===== config.mk =====
export PLATFORM = sky130hd
export DESIGN_NAME = sram_like_bridge
export DESIGN_NICKNAME = d
export VERILOG_FILES = /design/src/rtl/sram_bridge_pkg.sv /design/src/rtl/sat_counter.sv /design/src/rtl/sram_like_bridge.sv
export SDC_FILE = /design/constraint.sdc
export NUM_CORES = 1
export LEC_CHECK = 0
export CAP_MARGIN = 20
export CORE_MARGIN = 3
export CORE_UTILIZATION = 36
export CTS_CLUSTER_DIAMETER = 120
export DETAILED_ROUTE_END_ITERATION = 12
export PLACE_DENSITY = 0.77
export SLEW_MARGIN = 20
export SYNTH_ARGS = -nofsm -noshare
export SYNTH_HDL_FRONTEND = slang
export SYNTH_SLANG_ARGS = --single-unit

===== constraint.sdc =====
create_clock -name clk -period 3.3 [get_ports clk]
set_input_delay 0.66 -clock clk [delete_from_list [all_inputs] [get_ports clk]]
set_output_delay 0.66 -clock clk [all_outputs]
set_load 0.02 [all_outputs]

===== src/rtl/sram_bridge_pkg.sv =====
// Shared FSM state and access-size encodings for the SRAM-like bus bridge.
package sram_bridge_pkg;

  typedef enum logic [1:0] {
    IDLE = 2'd0,
    REQ  = 2'd1,
    WAIT = 2'd2,
    DONE = 2'd3
  } state_e;

  localparam logic [1:0] SIZE_B = 2'd0;
  localparam logic [1:0] SIZE_H = 2'd1;
  localparam logic [1:0] SIZE_W = 2'd2;

endpackage


===== src/rtl/sat_counter.sv =====
// Width-parametrised up-counter that sticks at all-ones instead of wrapping.
module sat_counter #(
  parameter int unsigned W = 32
) (
  input  logic         clk,
  input  logic         rst,
  input  logic         inc_i,
  output logic [W-1:0] cnt_o
);

  logic [W-1:0] cnt_q;
  logic [W-1:0] cnt_d;

  always_comb begin
    cnt_d = cnt_q;
    if (inc_i && (cnt_q != {W{1'b1}})) begin
      cnt_d = cnt_q + W'(1);
    end
  end

  always_ff @(posedge clk or posedge rst) begin
    if (rst) begin
      cnt_q <= '0;
    end else begin
      cnt_q <= cnt_d;
    end
  end

  assign cnt_o = cnt_q;

endmodule


===== src/rtl/sram_like_bridge.sv =====
// Bridge from the CPU single-cycle SRAM port to the req/addr_ok/data_ok bus.
// Define SRAM_BRIDGE_PERF_EN to add the perf_stall_cnt stall-cycle counter.
module sram_like_bridge
  import sram_bridge_pkg::*;
#(
  parameter  int unsigned ADDR_W = 32,
  parameter  int unsigned DATA_W = 32,
  parameter  int unsigned PERF_W = 32,
  localparam int unsigned BE_W   = DATA_W / 8
) (
  input  logic              clk,
  input  logic              rst,
  input  logic              cpu_en,
  input  logic [BE_W-1:0]   cpu_wen,
  input  logic [1:0]        cpu_size,
  input  logic [ADDR_W-1:0] cpu_addr,
  input  logic [DATA_W-1:0] cpu_wdata,
  output logic [DATA_W-1:0] cpu_rdata,
  output logic              cpu_stall,
  input  logic              cpu_hold,
  input  logic              cpu_flush,
  output logic              req,
  output logic              wr,
  output logic [1:0]        size,
  output logic [ADDR_W-1:0] addr,
  output logic [DATA_W-1:0] wdata,
  input  logic              addr_ok,
  input  logic              data_ok,
`ifdef SRAM_BRIDGE_PERF_EN
  output logic [PERF_W-1:0] perf_stall_cnt,
`endif
  input  logic [DATA_W-1:0] rdata
);

  state_e              state_q,   state_d;
  logic                req_q,     req_d;
  logic                wr_q,      wr_d;
  logic [1:0]          size_q,    size_d;
  logic [ADDR_W-1:0]   addr_q,    addr_d;
  logic [DATA_W-1:0]   wdata_q,   wdata_d;
  logic [DATA_W-1:0]   rbuf_q,    rbuf_d;
  logic                discard_q, discard_d;
  logic                resolve_c;
  logic                drop_c;

  // Next-state: capture in IDLE, hold req until addr_ok, resolve on data_ok.
  always_comb begin
    state_d   = state_q;
    req_d     = req_q;
    wr_d      = wr_q;
    size_d    = size_q;
    addr_d    = addr_q;
    wdata_d   = wdata_q;
    rbuf_d    = rbuf_q;
    discard_d = discard_q;
    resolve_c = 1'b0;
    drop_c    = discard_q | cpu_flush;

    unique case (state_q)
      IDLE: begin
        discard_d = 1'b0;
        if (cpu_en && !cpu_flush) begin
          state_d = REQ;
          req_d   = 1'b1;
          wr_d    = |cpu_wen;
          size_d  = cpu_size;
          addr_d  = cpu_addr;
          wdata_d = cpu_wdata;
        end
      end
      REQ: begin
        if (cpu_flush) begin
          discard_d = 1'b1;
        end
        if (addr_ok) begin
          req_d = 1'b0;
          if (data_ok) begin
            resolve_c = 1'b1;
          end else begin
            state_d = WAIT;
          end
        end
      end
      WAIT: begin
        if (cpu_flush) begin
          discard_d = 1'b1;
        end
        if (data_ok) begin
          resolve_c = 1'b1;
        end
      end
      DONE: begin
        if (cpu_flush || !cpu_hold) begin
          state_d = IDLE;
        end
      end
      default: begin
        state_d = IDLE;
      end
    endcase

    // A flushed access still drains the bus, but its response never reaches the CPU.
    if (resolve_c) begin
      if (drop_c) begin
        state_d   = IDLE;
        discard_d = 1'b0;
      end else begin
        state_d = DONE;
        if (!wr_q) begin
          rbuf_d = rdata;
        end
      end
    end
  end

  always_ff @(posedge clk or posedge rst) begin
    if (rst) begin
      state_q   <= IDLE;
      req_q     <= 1'b0;
      wr_q      <= 1'b0;
      size_q    <= 2'd0;
      addr_q    <= '0;
      wdata_q   <= '0;
      rbuf_q    <= '0;
      discard_q <= 1'b0;
    end else begin
      state_q   <= state_d;
      req_q     <= req_d;
      wr_q      <= wr_d;
      size_q    <= size_d;
      addr_q    <= addr_d;
      wdata_q   <= wdata_d;
      rbuf_q    <= rbuf_d;
      discard_q <= discard_d;
    end
  end

  assign req       = req_q;
  assign wr        = wr_q;
  assign size      = size_q;
  assign addr      = addr_q;
  assign wdata     = wdata_q;
  assign cpu_rdata = rbuf_q;
  assign cpu_stall = cpu_en & (state_q != DONE);

`ifdef SRAM_BRIDGE_PERF_EN
  sat_counter #(
    .W (PERF_W)
  ) u_perf_stall (
    .clk   (clk),
    .rst   (rst),
    .inc_i (cpu_stall),
    .cnt_o (perf_stall_cnt)
  );
`endif

endmodule


-- Yosys cells after proc, flatten, opt, wreduce, memory -nomap -nowiden
Cells that the tools add are included.
- bits of input ports: 109
- output and inout port bits: 101
- register bits after elaboration: 103
- reductions and logical operators: 13
- multiplexer cells: 17
- bitwise operators: 4
- equality and inequality tests: 10
- operator list (kind ; count):
    2-bit two-way mux ; 6
    3-bit != test (second input constant) ; 4
    1-bit two-way mux ; 7
    2-bit != test (second input constant) ; 3
    1-bit case mux with 2 select lines ; 3
    2-bit case mux with 3 select lines ; 1
    3-bit AND reduction ; 2
    5-bit AND reduction ; 1
    2-bit == test (second input constant) ; 2
    4-bit nonzero test ; 1
    4-bit OR reduction ; 1
    2-bit by 1-bit == test with 1-bit output (second input constant) ; 1
    1-bit logical NOT ; 2
    2-bit logical NOT ; 1
    1-bit NOT ; 2
    2-bit AND reduction ; 1
    2-bit nonzero test ; 1
    2-bit OR reduction ; 1
    1-bit bitwise AND ; 1
    1-bit logical AND ; 1
    1-bit logical OR ; 1
    1-bit bitwise OR ; 1

-- Longest topological paths before layout
- word-level depth: 5
- depth in mapped cells: 7

-- Least setup slack after synthesis
No wires, ideal clock.
- path type: register to register
- start: reg state_q[1]
- end: reg rbuf_q[0] (netlist: cpu_rdata[0])
- arrival: 1712 ps
- buffers on the path: 1
- required time: 3175 ps
- stages on the path, launching flop included: 8
- library setup time: 125 ps
- path slack: 1463 ps
- cells stage by stage: dfrtp_1 > inv_1 > ha_1 > a21o_1 > nand3_4 > nor4_4 > buf_6 > mux2_2
- longest elaborated chain between the ends: 3
- RTL lines (what ; RTL line ; text):
    start: declaration ; sram_like_bridge.sv:35 ; state_e state_q, state_d;
    start signal: assignment ; sram_like_bridge.sv:127 ; state_q <= state_d;
    2-bit == test / 2-bit by 1-bit == test with 1-bit output (equally long branches) ; sram_like_bridge.sv:59 ; unique case (state_q)
    1-bit case mux with 2 select lines (*) ; sram_like_bridge.sv:59 ;
    3-bit AND reduction (no line) (*) ; -- ;
    end signal: assignment ; sram_like_bridge.sv:133 ; rbuf_q <= rbuf_d;
    end: declaration ; sram_like_bridge.sv:41 ; logic [DATA_W-1:0] rbuf_q, rbuf_d;
Mark *: on every way between the ends. The rest lies on a longest branch, timed or not.
A chain may end at the register's enable or synchronous reset.

-- Worst setup path in the final report
- start: in cpu_en
- end: out cpu_stall
- longest elaborated chain between the ends: 1
- RTL lines (what ; RTL line ; text):
    start: declaration ; sram_like_bridge.sv:13 ; input logic cpu_en,
    1-bit bitwise AND ; sram_like_bridge.sv:144 ; assign cpu_stall = cpu_en & (state_q != DONE);
    end: declaration ; sram_like_bridge.sv:19 ; output logic cpu_stall,
Every way passes these cells.

==> impl_metrics.py <==
metrics = {
    "clocking": {
        "cts_setup_buffers": 0,
        "cts_tree": "built",
        "insertion_delay_ps": 350,
        "htreeDepth": 3,
        "hold_buffers": 0,
        "clock_sinks": 103,
        "cts_buffers": 9,
        "clk_path_buf_depth": 2,
        "ctsResizeCount": 0,
        "clk_pin_slew_worst_paths_ps": 80,
        "clk_root_buffer_cell": "clkbuf_8",
    },
    "grt": {
        "grt_first_pass_wirelength_um": 16570,
        "overflow": 0,
        "grt_pass1_vias": 3175,
        "track_usage_pct": 16.42,
        "grt_max_degree": 104,
        "antenna_found_initial": 0,
    },
    "pwr": {
        "ir_drop_uv": 482.4,
        "clock_power_share_pct": 13.0,
        "seqPwrFrac_pct": 35.9,
        "intPower_uw": 3919,
        "design_power_total_uw": 6057,
        "swShare_pct": 35.29,
        "p_switching_uw": 2137,
        "pwr-share-comb_pct": 51.1,
        "pwr_density_cell_mw_per_mm2": 935.7,
        "p_leak_uw": 0.002734,
    },
    "die": {
        "die_w_um": 111.7,
        "ios": 210,
        "start_util_pct": 37.97,
        "core-area_mm2": 0.01060,
        "die_area_mm2": 0.01249,
        "num_rows": 37,
        "fp.dieH_um": 111.7,
    },
    "route": {
        "drt_pass1_iterations": 4,
        "postRouteAntennaNets": 0,
        "avgViaCountPerCell": 4.740,
        "vias": 2863,
        "drtIter0Drc": 76,
        "routed_wirelength_um": 9965,
        "wl_per_cell_um": 16.50,
        "drcViolationCount": 0,
    },
    "final_layout": {
        "area_growth_pct": 60.80,
        "diodes": 0,
        "final_common_cell": "clkdlybuf4s50_1",
        "final_area_mm2": 0.006472,
        "layout_common_cells": "clkdlybuf4s50_1, dfrtp_1, mux2_2",
        "nNetsFinal": 576,
        "drive_gt1_share_pct": 26.07,
    },
    "synth": {
        "ys_seq_area_share_pct": 64.03,
        "syn_area_per_cell_um2": 16.17,
        "syn_inst": 249,
        "synth_area_mm2": 0.004025,
        "synth_fp_nets": 362,
        "yosys_warnings": 0,
        "synth.distinct_cells": 26,
        "synth_seq_cells": 103,
    },
    "timing": {
        "tns_ps": 0,
        "finalSetupViolations": 0,
        "post-route-worst-setup-slack_ps": 717.9,
        "period_needed_ps": 2582,
        "clock_skew_ps": 12.69,
        "fmax_ghz": 0.3873,
        "fin_crit_sh_pct": 78.25,
        "relSlewSlack_pct": 61.39,
        "rsz0062_at_grt": "no",
        "hold_viol": 0,
        "hold_slack_ps": 506.7,
        "drv_slew": 0,
        "worst_pin_slew_ps": 579.2,
    },
    "setup_path": {
        "cp.arrival_ps": 1920,
        "rrSetupSlack_ps": 1230,
        "critical_path_required_ps": 2640,
        "end_kind": "output port",
        "crit_fanout": 2,
        "reg2reg_depth": 7,
        "worstSetupPathType": "in2out",
        "rr_startpoint": "state_q[1]",
        "r2r_end": "cpu_rdata[21]",
        "start_kind": "primary input",
    },
    "placement": {
        "io_buffers": 209,
        "dpl.hpwl_um": 7583,
        "gp_congestion": 0.7722,
        "placed_area_mm2": 0.006272,
        "place_ws_ps": 712.3,
    },
    "worst_hold_path": {
        "min_path_cells": 1,
        "hold_path_startpoint": "wdata[31]",
        "hold_class": "reg2reg",
        "min_to": "wdata[31]",
    },
    "outcome": {
        "status": "complete, no violations",
    },
    "flow_run": {
        "maxCapViolCount": 0,
    },
}
-- area by class of cell --
class / instances / area, um^2
Clock buffer: 12 / 145.1
Clock inverter: 4 / 55.05
Fill cell: 858 / 4129
Inverter: 4 / 18.77
Multi-Input combinational cell: 132 / 1359
Sequential cell: 103 / 2577
Tap cell: 136 / 170.2
Timing Repair Buffer: 213 / 2147
-- sequential cells by signal (all words and copies together), names as in the netlist --
signal     flops
addr          32
cpu_rdata     32
wdata         32
size           2
state_q        2
discard_q      1
req            1
wr             1
-- metrics by stage --
| step | instances | utilization (%) |
|---|---|---|
| floorplan | 249 | - |
| global placement | 588 | 59.16 |
| detailed placement | 588 | 59.16 |
| CTS | 604 | 61.05 |
| global route | 604 | 61.05 |
| finish | 604 | 61.05 |
-- critical path, cell delays in order --
cell	delay (ps)
clkdlybuf4s50_1	510
nor2b_1	140
clkdlybuf4s50_1	610
-- layer usage --
metal / wire (um) / up-vias / track usage, %
li1: - / 1308 / -
met1: 3867 / 1393 / 18.91
met2: 4865 / 140 / 27.22
met3: 993 / 22 / 6.957
met4: 238 / 0 / 6.245
met5: 0 / - / 0
-- power groups by stage --
stage               Combinational, uW  Sequential [uW]  Clock [uW]
global placement                 3060             2180           0
finish                           3090             2180         787
CTS                              3140             2190         825
global route                     3280             2270         878
detailed placement               3130             2210           0
floorplan                         837             2920           0
-- cells in the mapped netlist (all sizes together) --
| master | number | area share, % |
|---|---|---|
| nor4 | 2 | 0.68 |
| a21oi | 2 | 0.25 |
| o2bb2ai | 1 | 0.22 |
| ha | 4 | 1.2 |
| o32ai | 1 | 0.22 |
| o21ai | 4 | 0.50 |
| mux2 | 98 | 27 |
| nor2b | 3 | 0.53 |
| a31oi | 2 | 0.31 |
| nand2 | 5 | 0.47 |
| o21a | 1 | 0.19 |
| nand3b | 1 | 0.19 |
| nor2 | 3 | 0.28 |
| nand2b | 1 | 0.16 |
| buf | 10 | 1.9 |
| dfrtp | 103 | 64 |
| inv | 4 | 0.37 |
| o221a | 1 | 0.28 |
| nand3 | 1 | 0.44 |
| or2 | 1 | 0.16 |
| a21o | 1 | 0.19 |
-- cell families (layout without fill, tap and decap cells) --
family	count (synthesis)	count (layout)	share of synthesized area, %
AOI/OAI and AO/OA	13	13	2.145
adders and majority gates	4	4	1.243
buffers and inverters	14	233	2.269
DFF	103	103	64.03
muxes	98	98	27.42
and+or+nand+nor	17	17	2.891
-- worst max path at each step --
stage | endpoint | slack (ps) | cells after the start | startpoint
after detailed placement | cpu_stall | 710 | 3 | cpu_en
after floorplan | addr[0] | 1410 | 1 | rst
after CTS | cpu_stall | 710 | 3 | cpu_en
after global placement | cpu_stall | 710 | 3 | cpu_en
after global routing | cpu_stall | 660 | 3 | cpu_en
final | cpu_stall | 720 | 3 | cpu_en
Power figures use the tool's default switching activity.
